`config.mk`:
```
export PLATFORM = sky130hd
export DESIGN_NAME = fib_ram_writer
export DESIGN_NICKNAME = d
export VERILOG_FILES = /design/src/rtl/fib_pkg.sv /design/src/rtl/fib_next_term.sv /design/src/rtl/fib_ram_writer.sv
export SDC_FILE = /design/constraint.sdc
export NUM_CORES = 1
export LEC_CHECK = 0
export ABC_AREA = 1
export BUFFER_PORTS_ARGS = -buffer_cell sky130_fd_sc_hd__buf_2
export CAP_MARGIN = 10
export CORE_MARGIN = 4
export CORE_UTILIZATION = 52
export CTS_CLUSTER_SIZE = 16
export DETAILED_ROUTE_END_ITERATION = 8
export PLACE_DENSITY = 0.82
export SYNTH_ARGS = -nofsm -noshare
export SYNTH_HDL_FRONTEND = slang
export SYNTH_SLANG_ARGS = --single-unit
export TNS_END_PERCENT = 30
```
`constraint.sdc`:
```
create_clock -name clk -period 1.6 [get_ports clk]
set_input_delay 0.16 -clock clk [delete_from_list [all_inputs] [get_ports clk]]
set_output_delay 0.16 -clock clk [all_outputs]
set_load 0.02 [all_outputs]
```
`src/rtl/fib_pkg.sv`:
```
// Shared constants for the fibonacci RAM writer: FSM state encoding and sequence seeds.
package fib_pkg;

   localparam logic [1:0] ST_IDLE  = 2'd0;
   localparam logic [1:0] ST_WRITE = 2'd1;
   localparam logic [1:0] ST_DONE  = 2'd2;

   localparam int FIB_SEED0 = 0;
   localparam int FIB_SEED1 = 1;

endpackage

```
`src/rtl/fib_next_term.sv`:
```
// Combinational next-term adder: m-bit sum of two terms plus a sticky "true value
// exceeds m bits" flag that propagates from either operand or from the carry.
module fib_next_term #(
   parameter int m = 8
) (
   input  logic [m-1:0] a,
   input  logic [m-1:0] b,
   input  logic         ca,
   input  logic         cb,
   output logic [m-1:0] sum,
   output logic         cout_flag
);

   logic carry;

   always_comb begin
      {carry, sum} = {1'b0, a} + {1'b0, b};
      cout_flag    = ca | cb | carry;
   end

endmodule

```
`src/rtl/fib_ram_writer.sv`:
```
// Fibonacci write-side master for a single-port RAM: one term per clock from address 0.
// Optional macro FIB_OVF_STOP_EN: stop before the first term that no longer fits in m bits.
module fib_ram_writer #(
   parameter int n = 6,
   parameter int m = 8
) (
   input  logic         clk,
   input  logic         reset,
   input  logic         start,
   input  logic [n:0]   num_terms,
   output logic [n-1:0] addr,
   output logic [m-1:0] data_in,
   output logic         we,
   output logic         busy,
   output logic         done,
   output logic         ovf
);

   import fib_pkg::*;

   localparam logic [n:0] DEPTH = {1'b1, {n{1'b0}}};
   localparam logic [n:0] ONE   = {{n{1'b0}}, 1'b1};

   logic [1:0]   state;
   logic [m-1:0] a, b;
   logic         ca, cb;
   logic [n:0]   idx, lim;
   logic [n:0]   idx_next;
   logic [n:0]   num_lim;
   logic [m-1:0] sum;
   logic         cout_flag;
   logic         stop_now;

   fib_next_term #(.m(m)) u_next (
      .a         (a),
      .b         (b),
      .ca        (ca),
      .cb        (cb),
      .sum       (sum),
      .cout_flag (cout_flag)
   );

   assign idx_next = idx + ONE;
   assign num_lim  = (num_terms > DEPTH) ? DEPTH : num_terms;

`ifdef FIB_OVF_STOP_EN
   // Refuse to write a term whose true value no longer fits, so the RAM holds exact terms only.
   assign stop_now = ca;
`else
   assign stop_now = 1'b0;
`endif

   always_ff @(posedge clk) begin
      // NOTE: sequential state uses non-blocking assignments so every register samples pre-edge values.
      if (reset) begin
         state   <= ST_IDLE;
         a       <= '0;
         b       <= '0;
         ca      <= 1'b0;
         cb      <= 1'b0;
         idx     <= '0;
         lim     <= '0;
         addr    <= '0;
         data_in <= '0;
         we      <= 1'b0;
         busy    <= 1'b0;
         done    <= 1'b0;
         ovf     <= 1'b0;
      end else begin
         // NOTE: we/done default low each cycle so they are true one-cycle strobes, not held values.
         we   <= 1'b0;
         done <= 1'b0;
         case (state)
            ST_IDLE: begin
               if (start) begin
                  ovf <= 1'b0;
                  if (num_terms == '0) begin
                     state <= ST_DONE;
                  end else begin
                     lim   <= num_lim;
                     a     <= m'(FIB_SEED0);
                     b     <= m'(FIB_SEED1);
                     ca    <= 1'b0;
                     cb    <= 1'b0;
                     idx   <= '0;
                     state <= ST_WRITE;
                  end
               end
            end
            ST_WRITE: begin
               busy <= 1'b1;
               if (stop_now) begin
                  ovf   <= 1'b1;
                  state <= ST_DONE;
               end else begin
                  we      <= 1'b1;
                  addr    <= idx[n-1:0];
                  data_in <= a;
                  if (ca) ovf <= 1'b1;
                  a   <= b;
                  ca  <= cb;
                  b   <= sum;
                  cb  <= cout_flag;
                  idx <= idx_next;
                  if (idx_next == lim) state <= ST_DONE;
               end
            end
            ST_DONE: begin
               busy  <= 1'b0;
               done  <= 1'b1;
               state <= ST_IDLE;
            end
            default: state <= ST_IDLE;
         endcase
      end
   end

endmodule

```
==> run summary, run 1 <==
• synthesized net count: 361
• critical path required time: 1.85 ns
• Buf/Inv on CP: 0
• status: finished with violations
• sequential area share after synthesis: 0.413
• clock network latency to the later pin of the worst-skew pair: 0.31 ns
• largest family of logic cells by synthesized area: simple AND/OR/NAND/NOR gates
• worst-case headroom to the max-slew limit: 0.706
• antenna violations before repair: 0
• Crit path largest cell delay: 0.35 ns
• startpoint type of the worst setup path: flop
• final setup violating endpoints: 1
• Initial DRT Pass Iterations: 4
• synthesized-area fraction occupied by xor and xnor cells: 0.0139
• dominant cell type by count on the critical path: sky130_fd_sc_hd__nand2_1
• n_diodes: 0
• cell-by-cell trace of the critical path: ha_4 -> fa_2 -> nand3_2 -> nand2_2 -> nand2_1 -> nand2_1 -> a21oi_2 -> nor2_1 -> nor2_1 -> nand2_1 -> a21oi_2
• Pwr Density: 1020 mW/mm²
• final hold violations: 0
• DP HPWL: 3.76 mm
• Cell variety after synth: 30
• worst path arrival time: 1.89 ns
• pre-CTS WS: -0.0787 ns
• area of the die: 0.00603 mm²
• area added between synthesis and finish: 21.3%
• number of cells traversed by the worst hold path: 3
• multiplexer fraction of the synthesized cell area: 0
• prevailing post-synth register cell: sky130_fd_sc_hd__dfxtp_1
• total of buffers placed on input and output ports: 27
• complex-gate fraction of the synthesized area: 0.171
• share of post-route cells with drive strength above 1: 0.258
• # H-tree levels: 2
• Yosys warning count: 0
• endpoint of the lowest-slack register-to-register path: b[6]
• via count of the first global-routing pass: 2288
• first-pass GRT wire length: 9.88 mm
• routability congestion estimate: 0.869
• average wire per cell in the routed design: 13.3 µm
• Initial Util: 0.534
• Post-Synthesis Mean Instance Area: 7.46 µm²
• RSZ-0062 raised after global routing: yes
• floorplan row count: 25
• area share of the largest cell type after synthesis: 0.413
• Reg2Reg Setup Slack: -0.04 ns
• share of synthesized cell area in full adder, half adder and majority cells: 0.0675
• CP top delay family: adder cells
• grt ovf: 0
• remaining routing DRC violations: 0
• post-route worst hold slack: 0.102 ns
• clock transition at the register clock pins on the worst setup and hold paths after CTS: 0.09 ns
• EDFF count, synth: 0
• maximum clock frequency: 0.612 GHz
• total track usage: 0.201
• violations in the final reports: negative setup slack
• Cell Area, Placed: 0.00279 mm²
• number of buffers inserted during clock tree synthesis: 5
• pin count of the biggest net entering global routing: 37
• Total Wirelength: 5.97 mm
• Finished Cell Area: 0.00306 mm²
• Mapped Cells: 338
• floorplan core area: 0.00472 mm²
• Clock Tree Buf Depth: 2
• Top-Level Pins: 28
• Least-Margin Pin Slew: 0.441 ns
• async set-or-reset flop fraction in the synthesized netlist: 0
• Max Clock Skew: 0.00346 ns
• beginning of the worst register-to-register path: a[0]
• Vias: 2371
• Synth Cell Area: 0.00252 mm²
• Crit path depth: 11
• Synth Area in Simple Gates: 0.259
• static leakage: 1.35 nW
• crit path from: a[0]
• residual antenna-violating net count after detailed routing: 0
• cells taking the most area after synthesis: sky130_fd_sc_hd__dfxtp_1, sky130_fd_sc_hd__nand2_1, sky130_fd_sc_hd__a21oi_1
• max-slew violation count: 0
• count of placed standard cells in the final layout, fillers left out: 450
• clock sink total: 52
• maximum vdd drop: 0.000540 V
• critical setup path kind: reg2reg
• most used standard cell by instance count after synthesis: sky130_fd_sc_hd__nand2_1
• cell count after placement: 436
• clock tree from TritonCTS: built
• library cell used as clock root buffer: sky130_fd_sc_hd__clkbuf_8
• number of max-cap violations: 0
• Detailed Route Iter0 Violations: 111
• count of nets after finishing: 405
• die height: 77.6 µm
• synth cell count leaders: sky130_fd_sc_hd__nand2_1, sky130_fd_sc_hd__dfxtp_1, sky130_fd_sc_hd__nor2_1
• largest area contributor in the netlist: sky130_fd_sc_hd__dfxtp_1
• slowest cell on the critical path: sky130_fd_sc_hd__dfxtp_2
• maximum fanout count along the critical path: 3
• post-detailed-route via-to-cell ratio: 5.27
• launch point of the worst hold path: num_terms[4]
• critical path endpoint category: flop
• post-route setup slack: -0.0352 ns
• x dimension of the die: 77.6 µm
• type of the tightest min-delay check: in2reg
• total negative setup slack: -0.0352 ns
• final critical delay including setup and external delays: 1.64 ns
• endpoint of the worst setup timing path: b[6]
• register bit count reported by yosys: 52
• Period Utilization, post-route: 1.02
• worst reg-to-reg path cell count: 11
[power by group]
part / internal (mW) / switching, mW
registers: 1.40 / 0.0528
logic: 0.278 / 0.484
clock network: 0.463 / 0.444
[worst register-to-register path: cells and delay by family (launching register included)]
| family | cells | cell delay [ns] |
|---|---|---|
| AO/OA/AOI/OAI | 2 | 0.24 |
| adder cells (fa/ha/maj) | 2 | 0.50 |
| flip-flops | 1 | 0.35 |
| AND/OR/NAND/NOR | 7 | 0.49 |
[layer usage]
layer  global-route usage  wire length (µm)  share of wire
met1                0.246              2700           0.45
met2                0.351              2910           0.49
met3               0.0278               277          0.046
met4               0.0854                79          0.013
met5                    0                 0              0
[final cells by class]
cell class	instances	area [µm²]
clock buffer	5	68.8
clock inverter	3	42.5
fill	395	1660
inverter	29	111
multi-input combinational	247	1420
sequential	52	1050
tap	67	83.8
timing repair buffer	47	285
[cell usage in the layout (no fill, tap or decap), types with 2 or more instances in the layout]
master and count:
sky130_fd_sc_hd__nand2_4 2, sky130_fd_sc_hd__o21ai_0 17, sky130_fd_sc_hd__nor2_1 41, sky130_fd_sc_hd__nand4_1 3, sky130_fd_sc_hd__o21ai_4 2, sky130_fd_sc_hd__nand3b_1 2
sky130_fd_sc_hd__ha_4 3, sky130_fd_sc_hd__nand2_2 4, sky130_fd_sc_hd__buf_4 20, sky130_fd_sc_hd__dfxtp_2 8, sky130_fd_sc_hd__dfxtp_1 44, sky130_fd_sc_hd__nor2_2 2
sky130_fd_sc_hd__clkbuf_8 5, sky130_fd_sc_hd__xnor2_1 3, sky130_fd_sc_hd__a21oi_2 11, sky130_fd_sc_hd__a21oi_1 34, sky130_fd_sc_hd__ha_1 7, sky130_fd_sc_hd__inv_1 27
sky130_fd_sc_hd__ha_2 2, sky130_fd_sc_hd__a211oi_1 6, sky130_fd_sc_hd__buf_2 27, sky130_fd_sc_hd__nand3_2 2, sky130_fd_sc_hd__nand3_1 18, sky130_fd_sc_hd__nand2_1 78
[kinds of logic (layout without fill, tap and decap cells)]
| kind of cell | count (synthesis) | count (layout) |
|---|---|---|
| adders and majority gates | 13 | 13 |
| AOI/OAI and AO/OA | 74 | 76 |
| xor gates and xnor gates | 4 | 4 |
| and+or+nand+nor | 154 | 154 |
| buffers and inverters | 41 | 84 |
| DFF | 52 | 52 |
[worst min-delay path by stage]
stage	to
finish	lim[4]
CTS	lim[4]
global route	lim[4]
global placement	lim[4]
detailed placement	lim[4]
floorplan	lim[1]
[registers in the layout, indices dropped and copies added, names as in the netlist]
| signal | flops |
|---|---|
| data_in | 8 |
| ovf | 1 |
| done | 1 |
| cb | 1 |
| state | 2 |
| idx | 7 |
| busy | 1 |
| ca | 1 |
| a | 8 |
| b | 8 |
| we | 1 |
| addr | 6 |
| lim | 7 |
[metrics by stage]
stage | power (mW) | utilization
2_1_floorplan | 1.93 | -
3_3_place_gp | 2.11 | 0.590
3_5_place_dp | 2.13 | 0.590
4_1_cts | 3.09 | 0.634
5_1_grt | 3.26 | 0.648
6_report | 3.12 | 0.648
[timing repair]
action	in CTS	in global routing
setup buffers	4	0
hold buffers	0	0
resized for setup	15	19
gates cloned	1	1
setup endpoints to repair	27	27
pin swaps	8	11
Note: power is estimated with default switching activity, not from simulation.
==> run 2: changes to the inputs <==
==> constraint.sdc (replaced) <==
create_clock -name clk -period 1.4 [get_ports clk]
set_input_delay 0.35 -clock clk [delete_from_list [all_inputs] [get_ports clk]]
set_output_delay 0.35 -clock clk [all_outputs]
set_load 0.02 [all_outputs]
==> run 2 against run 1 <==
  * The flow still finishes with violations (negative setup slack)
  * Register-to-register slack worse by 0.24 ns
  * Utilization is 10 points higher
  * Design area is 16% higher
  * Hold slack better by 0.30 ns
  * Combinational power is 55% higher
  * Clock power is 16% higher
  * Critical path depth is 1 higher
  * Critical path type unchanged
==> run summary, run 2 (synthesized netlist as in run 1, its figures left out) <==
• proportion of total power due to net switching: 0.327
• Initial DRT Pass Iterations: 5
• critical path required time: 1.60 ns
• total of buffers placed on input and output ports: 27
• RSZ-0062 raised after global routing: yes
• launch point of the worst hold path: num_terms[4]
• first-pass GRT wire length: 10.4 mm
• Pwr Density: 1100 mW/mm²
• crit path from: idx[0]
• final setup violating endpoints: 27
• clock network latency to the later pin of the worst-skew pair: 0.32 ns
• count of placed standard cells in the final layout, fillers left out: 480
• antenna violations before repair: 0
• post-route setup slack: -0.276 ns
• Int Power: 2.62 mW
• final hold violations: 0
• worst-case headroom to the max-slew limit: 0.689
• Clock Tree Buf Depth: 2
• Least-Margin Pin Slew: 0.467 ns
• portion of total power attributed to the clock network: 0.271
• clock transition at the register clock pins on the worst setup and hold paths after CTS: 0.10 ns
• sequential cell fraction of total power: 0.427
• Period Utilization, post-route: 1.20
• Buf/Inv on CP: 2
• average wire per cell in the routed design: 16.3 µm
• share of post-route cells with drive strength above 1: 0.387
• clock tree from TritonCTS: built
• maximum vdd drop: 0.000686 V
• library cell used as clock root buffer: sky130_fd_sc_hd__clkbuf_8
• number of max-cap violations: 0
• cell-by-cell trace of the critical path: buf_6 -> inv_1 -> nor2_2 -> nand3_1 -> nand3_1 -> nand2_1 -> nor2_1 -> nand3_1 -> nand2_1 -> nand2_1 -> nand2_1 -> a21oi_1
• P_sw: 1.27 mW
• grt ovf: 0
• critical path endpoint category: flop
• Final Total Pwr: 3.89 mW
• cts hold-fix bufs: 0
• total track usage: 0.211
• critical setup path kind: reg2reg
• pin count of the biggest net entering global routing: 27
• number of buffers inserted during clock tree synthesis: 5
• residual antenna-violating net count after detailed routing: 0
• static leakage: 1.56 nW
• status: finished with violations
• type of the tightest min-delay check: in2reg
• via count of the first global-routing pass: 2380
• routability congestion estimate: 0.834
• Max Clock Skew: 0.00563 ns
• n_diodes: 0
• floorplan core area: 0.00472 mm²
• most used cells in the layout excluding fill and tap cells: sky130_fd_sc_hd__nand2_1, sky130_fd_sc_hd__dfxtp_1, sky130_fd_sc_hd__buf_4
• maximum fanout count along the critical path: 5
• beginning of the worst register-to-register path: idx[0]
• post-route worst hold slack: 0.406 ns
• violations in the final reports: negative setup slack
• Total Wirelength: 7.83 mm
• dominant cell type by count on the critical path: sky130_fd_sc_hd__nand2_1
• Top-Level Pins: 28
• worst path arrival time: 1.88 ns
• leading cell type in the layout, fill and taps excluded: sky130_fd_sc_hd__nand2_1
• x dimension of the die: 77.6 µm
• share of the core filled with cells: 0.751
• final critical delay including setup and external delays: 1.68 ns
• CP top delay family: simple AND/OR/NAND/NOR gates
• # H-tree levels: 2
• area of the die: 0.00603 mm²
• post-detailed-route via-to-cell ratio: 5.61
• Reg2Reg Setup Slack: -0.28 ns
• top flop regs: a x8, b x8, data_in x8
• final-layout fill cell count: 294
• Detailed Route Iter0 Violations: 257
• startpoint type of the worst setup path: flop
• clock sink total: 52
• floorplan row count: 25
• maximum clock frequency: 0.597 GHz
• Vias: 2694
• die height: 77.6 µm
• slowest cell on the critical path: sky130_fd_sc_hd__dfxtp_2
• max-slew violation count: 0
• count of nets after finishing: 435
• area added between synthesis and finish: 40.6%
• DP HPWL: 4.02 mm
• cell count after placement: 461
• Initial Util: 0.534
• Crit path largest cell delay: 0.37 ns
• Comb pwr share: 0.302
• remaining routing DRC violations: 0
==> run 2: changes by cell type in the layout (fill, tap and decap cells not counted), sizes merged <==
cell,before,now
clkinv,1,2
o21ai,21,19
clkbuf,5,8
inv,29,30
nand2,84,85
buf,47,74
clkinvlp,1,0
==> run 2: area by class of cell <==
cell class | count | area (µm²) | area share
clock inverters | 2 | 35.0 | 0.00988
multi-input cells | 246 | 1590 | 0.448
repair inverters | 2 | 20.0 | 0.00565
clock buffers | 6 | 72.6 | 0.0205
repair buffers | 76 | 566 | 0.159
inverters | 29 | 124 | 0.0349
flip-flops and latches | 52 | 1060 | 0.298
well taps | 67 | 83.8 | 0.0236
==> run 2: worst min-delay path: stages <==
cell	delay [ns]
sky130_fd_sc_hd__buf_2	0.09
sky130_fd_sc_hd__buf_4	0.09
sky130_fd_sc_hd__nand2_1	0.05
sky130_fd_sc_hd__a21oi_1	0.11
==> run 2: layer usage <==
metal | vias up | part of all wire | global-route usage
met5 | - | 0 | 0
met4 | 0 | 0.052 | 0.0819
met1 | 1251 | 0.40 | 0.252
met2 | 135 | 0.49 | 0.375
met3 | 46 | 0.059 | 0.0360
li1 | 1262 | - | -
==> run 2: path summary, 6_finish.rpt <==
path / to / depth (start not counted)
max: state[0] / 12
max reg2reg: state[0] / 12
min: lim[4] / 4
min reg2reg: b[5] / 2
==> run 2: power by group through the flow <==
stage	clock network, mW	logic (mW)	registers (mW)
floorplan	0	0.462	1.77
global route	1.10	1.26	1.67
finish	1.05	1.18	1.66
detailed placement	0	0.860	1.68
CTS	1.04	0.890	1.65
global placement	0	0.844	1.68
==> run 2: what timing repair did <==
item / CTS / global route
setup buffers: 3 / 3
cloned: 0 / 5
setup endpoints to repair: 26 / 30
pin swaps: 14 / 14
gates resized for setup: 29 / 41
==> run 2: stage by stage <==
step,TNS [ns],setup WS [ns],instance area (µm²)
global route,-4.69,-0.436,3550
CTS,-1.22,-0.190,3290
detailed placement,-5.97,-0.222,3030
global placement,-4.97,-0.184,3030
floorplan,-0.743,-0.150,2570
finish,-2.42,-0.276,3550
==> run 3: changes to the inputs <==
--- a/config.mk
+++ b/config.mk
@@ -9,10 +9,10 @@
 export BUFFER_PORTS_ARGS = -buffer_cell sky130_fd_sc_hd__buf_2
 export CAP_MARGIN = 10
 export CORE_MARGIN = 4
-export CORE_UTILIZATION = 52
+export CORE_UTILIZATION = 37
 export CTS_CLUSTER_SIZE = 16
 export DETAILED_ROUTE_END_ITERATION = 8
-export PLACE_DENSITY = 0.82
+export PLACE_DENSITY = 0.64
 export SYNTH_ARGS = -nofsm -noshare
 export SYNTH_HDL_FRONTEND = slang
 export SYNTH_SLANG_ARGS = --single-unit
==> run 3 against run 2 <==
  * The run still ends with negative setup slack left
  * Clock skew about the same
  * Sequential share of layout area down 0.44 points
  * Fmax up 5.3%
  * Die area up 36%
  * Critical path depth down 3
  * Largest cell class unchanged
  * Clock power down 17%
  * Count of clock-buffer cells in the layout unchanged
  * Sequential power about the same
==> run summary, run 3 (synthesized netlist as in run 1, its figures left out) <==
• n_diodes: 0
• worst path arrival time: 1.79 ns
• routed wire length on met2: 3.15 mm
• Pwr Density: 1030 mW/mm²
• top flop regs: a x8, b x8, data_in x8
• floorplan row count: 29
• Top-Level Pins: 28
• Period Utilization, post-route: 1.14
• status: finished with violations
• share of the core filled with cells: 0.554
• Total Wirelength: 6.68 mm
• grt ovf: 0
• final critical delay including setup and external delays: 1.59 ns
• clock sink total: 52
• violations in the final reports: negative setup slack
• total met3 wirelength after detailed routing: 263 µm
• DP HPWL: 4.27 mm
• final hold violations: 0
• met1 wire length: 3.16 mm
• Least-Margin Pin Slew: 0.486 ns
• max-slew violation count: 0
• Initial DRT Pass Iterations: 4
• floorplan core area: 0.00649 mm²
• leading cell type in the layout, fill and taps excluded: sky130_fd_sc_hd__nand2_1
• maximum clock frequency: 0.628 GHz
• via count of the first global-routing pass: 2263
• type of the tightest min-delay check: in2reg
• share of post-route cells with drive strength above 1: 0.402
• number of max-cap violations: 0
• static leakage: 1.56 nW
• routability congestion estimate: 0.849
• total of buffers placed on input and output ports: 27
• total track usage: 0.151
• critical setup path kind: reg2reg
• critical path endpoint category: flop
• maximum vdd drop: 0.000668 V
• worst-case headroom to the max-slew limit: 0.676
• maximum fanout count along the critical path: 2
• final setup violating endpoints: 22
• Finished Cell Area: 0.00360 mm²
• startpoint type of the worst setup path: flop
• final-layout fill cell count: 607
• number of buffers inserted during clock tree synthesis: 5
• Vias: 2458
• Initial Util: 0.388
• residual antenna-violating net count after detailed routing: 0
• cts hold-fix bufs: 0
• Max Clock Skew: 0.00594 ns
• Clock Tree Buf Depth: 2
• clock network latency to the later pin of the worst-skew pair: 0.31 ns
• pin count of the biggest net entering global routing: 27
• critical path required time: 1.60 ns
• Detailed Route Iter0 Violations: 137
• most used cells in the layout excluding fill and tap cells: sky130_fd_sc_hd__nand2_1, sky130_fd_sc_hd__buf_4, sky130_fd_sc_hd__nor2_1, sky130_fd_sc_hd__dfxtp_1, sky130_fd_sc_hd__a21oi_1
• library cell used as clock root buffer: sky130_fd_sc_hd__clkbuf_8
• antenna violations before repair: 0
• top layer in use: met4
• x dimension of the die: 90.6 µm
• Cell Area, Placed: 0.00309 mm²
• RSZ-0062 raised after global routing: yes
• post-detailed-route via-to-cell ratio: 4.97
• count of nets after finishing: 440
• average wire per cell in the routed design: 13.5 µm
• die height: 90.6 µm
• first-pass GRT wire length: 10.3 mm
• remaining routing DRC violations: 0
• # H-tree levels: 2
• post-route setup slack: -0.191 ns
• area of the die: 0.00820 mm²
• clock tree from TritonCTS: built
• clock transition at the register clock pins on the worst setup and hold paths after CTS: 0.10 ns
• area added between synthesis and finish: 42.7%
## run 3: cell types whose count changed in the layout (fill, tap and decap cells not counted), sizes merged
cell	before	now
buf	74	79
clkinvlp	0	1
bufinv	1	0
## run 3: path summary, 6_finish.rpt
check                     from      to  slack [ns]  depth (start not counted)
setup / recovery          b[0]    b[4]       -0.19                          9
hold / removal    num_terms[4]  lim[4]        0.42                          4
setup reg to reg          b[0]    b[4]       -0.19                          9
hold reg to reg         lim[4]  lim[4]        0.48                          2
## run 3: cell type report
cell class | count | area [µm²] | share of cell area
repair buffers | 81 | 617 | 0.171
repair inverters | 2 | 17.5 | 0.00487
multi-input cells | 246 | 1600 | 0.443
clock buffers | 6 | 72.6 | 0.0202
clock inverters | 2 | 16.3 | 0.00452
flip-flops and latches | 52 | 1060 | 0.294
inverters | 29 | 126 | 0.0351
well taps | 77 | 96.3 | 0.0268
## run 3: layer usage
metal  global-route usage  vias to the layer above
met1                0.204                     1137
met5                    0                        -
li1                     -                     1265
met2                0.242                       44
met3               0.0250                       12
met4               0.0510                        0
## run 3: repair_timing
item / 4_1_cts / 5_1_grt
buffers inserted: 1 / 6
setup endpoints to repair: 23 / 35
resized for setup: 27 / 44
pin swaps: 13 / 17
gates cloned: 0 / 5
## run 3: critical path: stages, from the launching register on
cell                      delay (ns)
sky130_fd_sc_hd__dfxtp_2        0.35
sky130_fd_sc_hd__ha_4           0.16
sky130_fd_sc_hd__fa_2           0.35
sky130_fd_sc_hd__nand3_2        0.08
sky130_fd_sc_hd__nand2_2        0.06
sky130_fd_sc_hd__buf_4          0.14
sky130_fd_sc_hd__xnor2_2        0.11
sky130_fd_sc_hd__nor2_1         0.07
sky130_fd_sc_hd__a21oi_1        0.12
sky130_fd_sc_hd__nor2_1         0.05
## run 3: power by group
group	internal, mW	switching (mW)
Sequential	1.60	0.0578
Clock	0.357	0.513
Combinational	0.518	0.678
## run 3: stage by stage
stage,power [mW],TNS (ns),hold slack (ns),instances,worst slack [ns]
2_1_floorplan,2.23,-0.743,0.448,338,-0.150
3_3_place_gp,2.56,-5.90,0.463,476,-0.213
3_5_place_dp,2.57,-6.56,0.466,476,-0.243
4_1_cts,3.46,-1.10,0.413,485,-0.181
5_1_grt,3.92,-3.88,0.441,495,-0.336
6_report,3.72,-1.87,0.416,495,-0.191
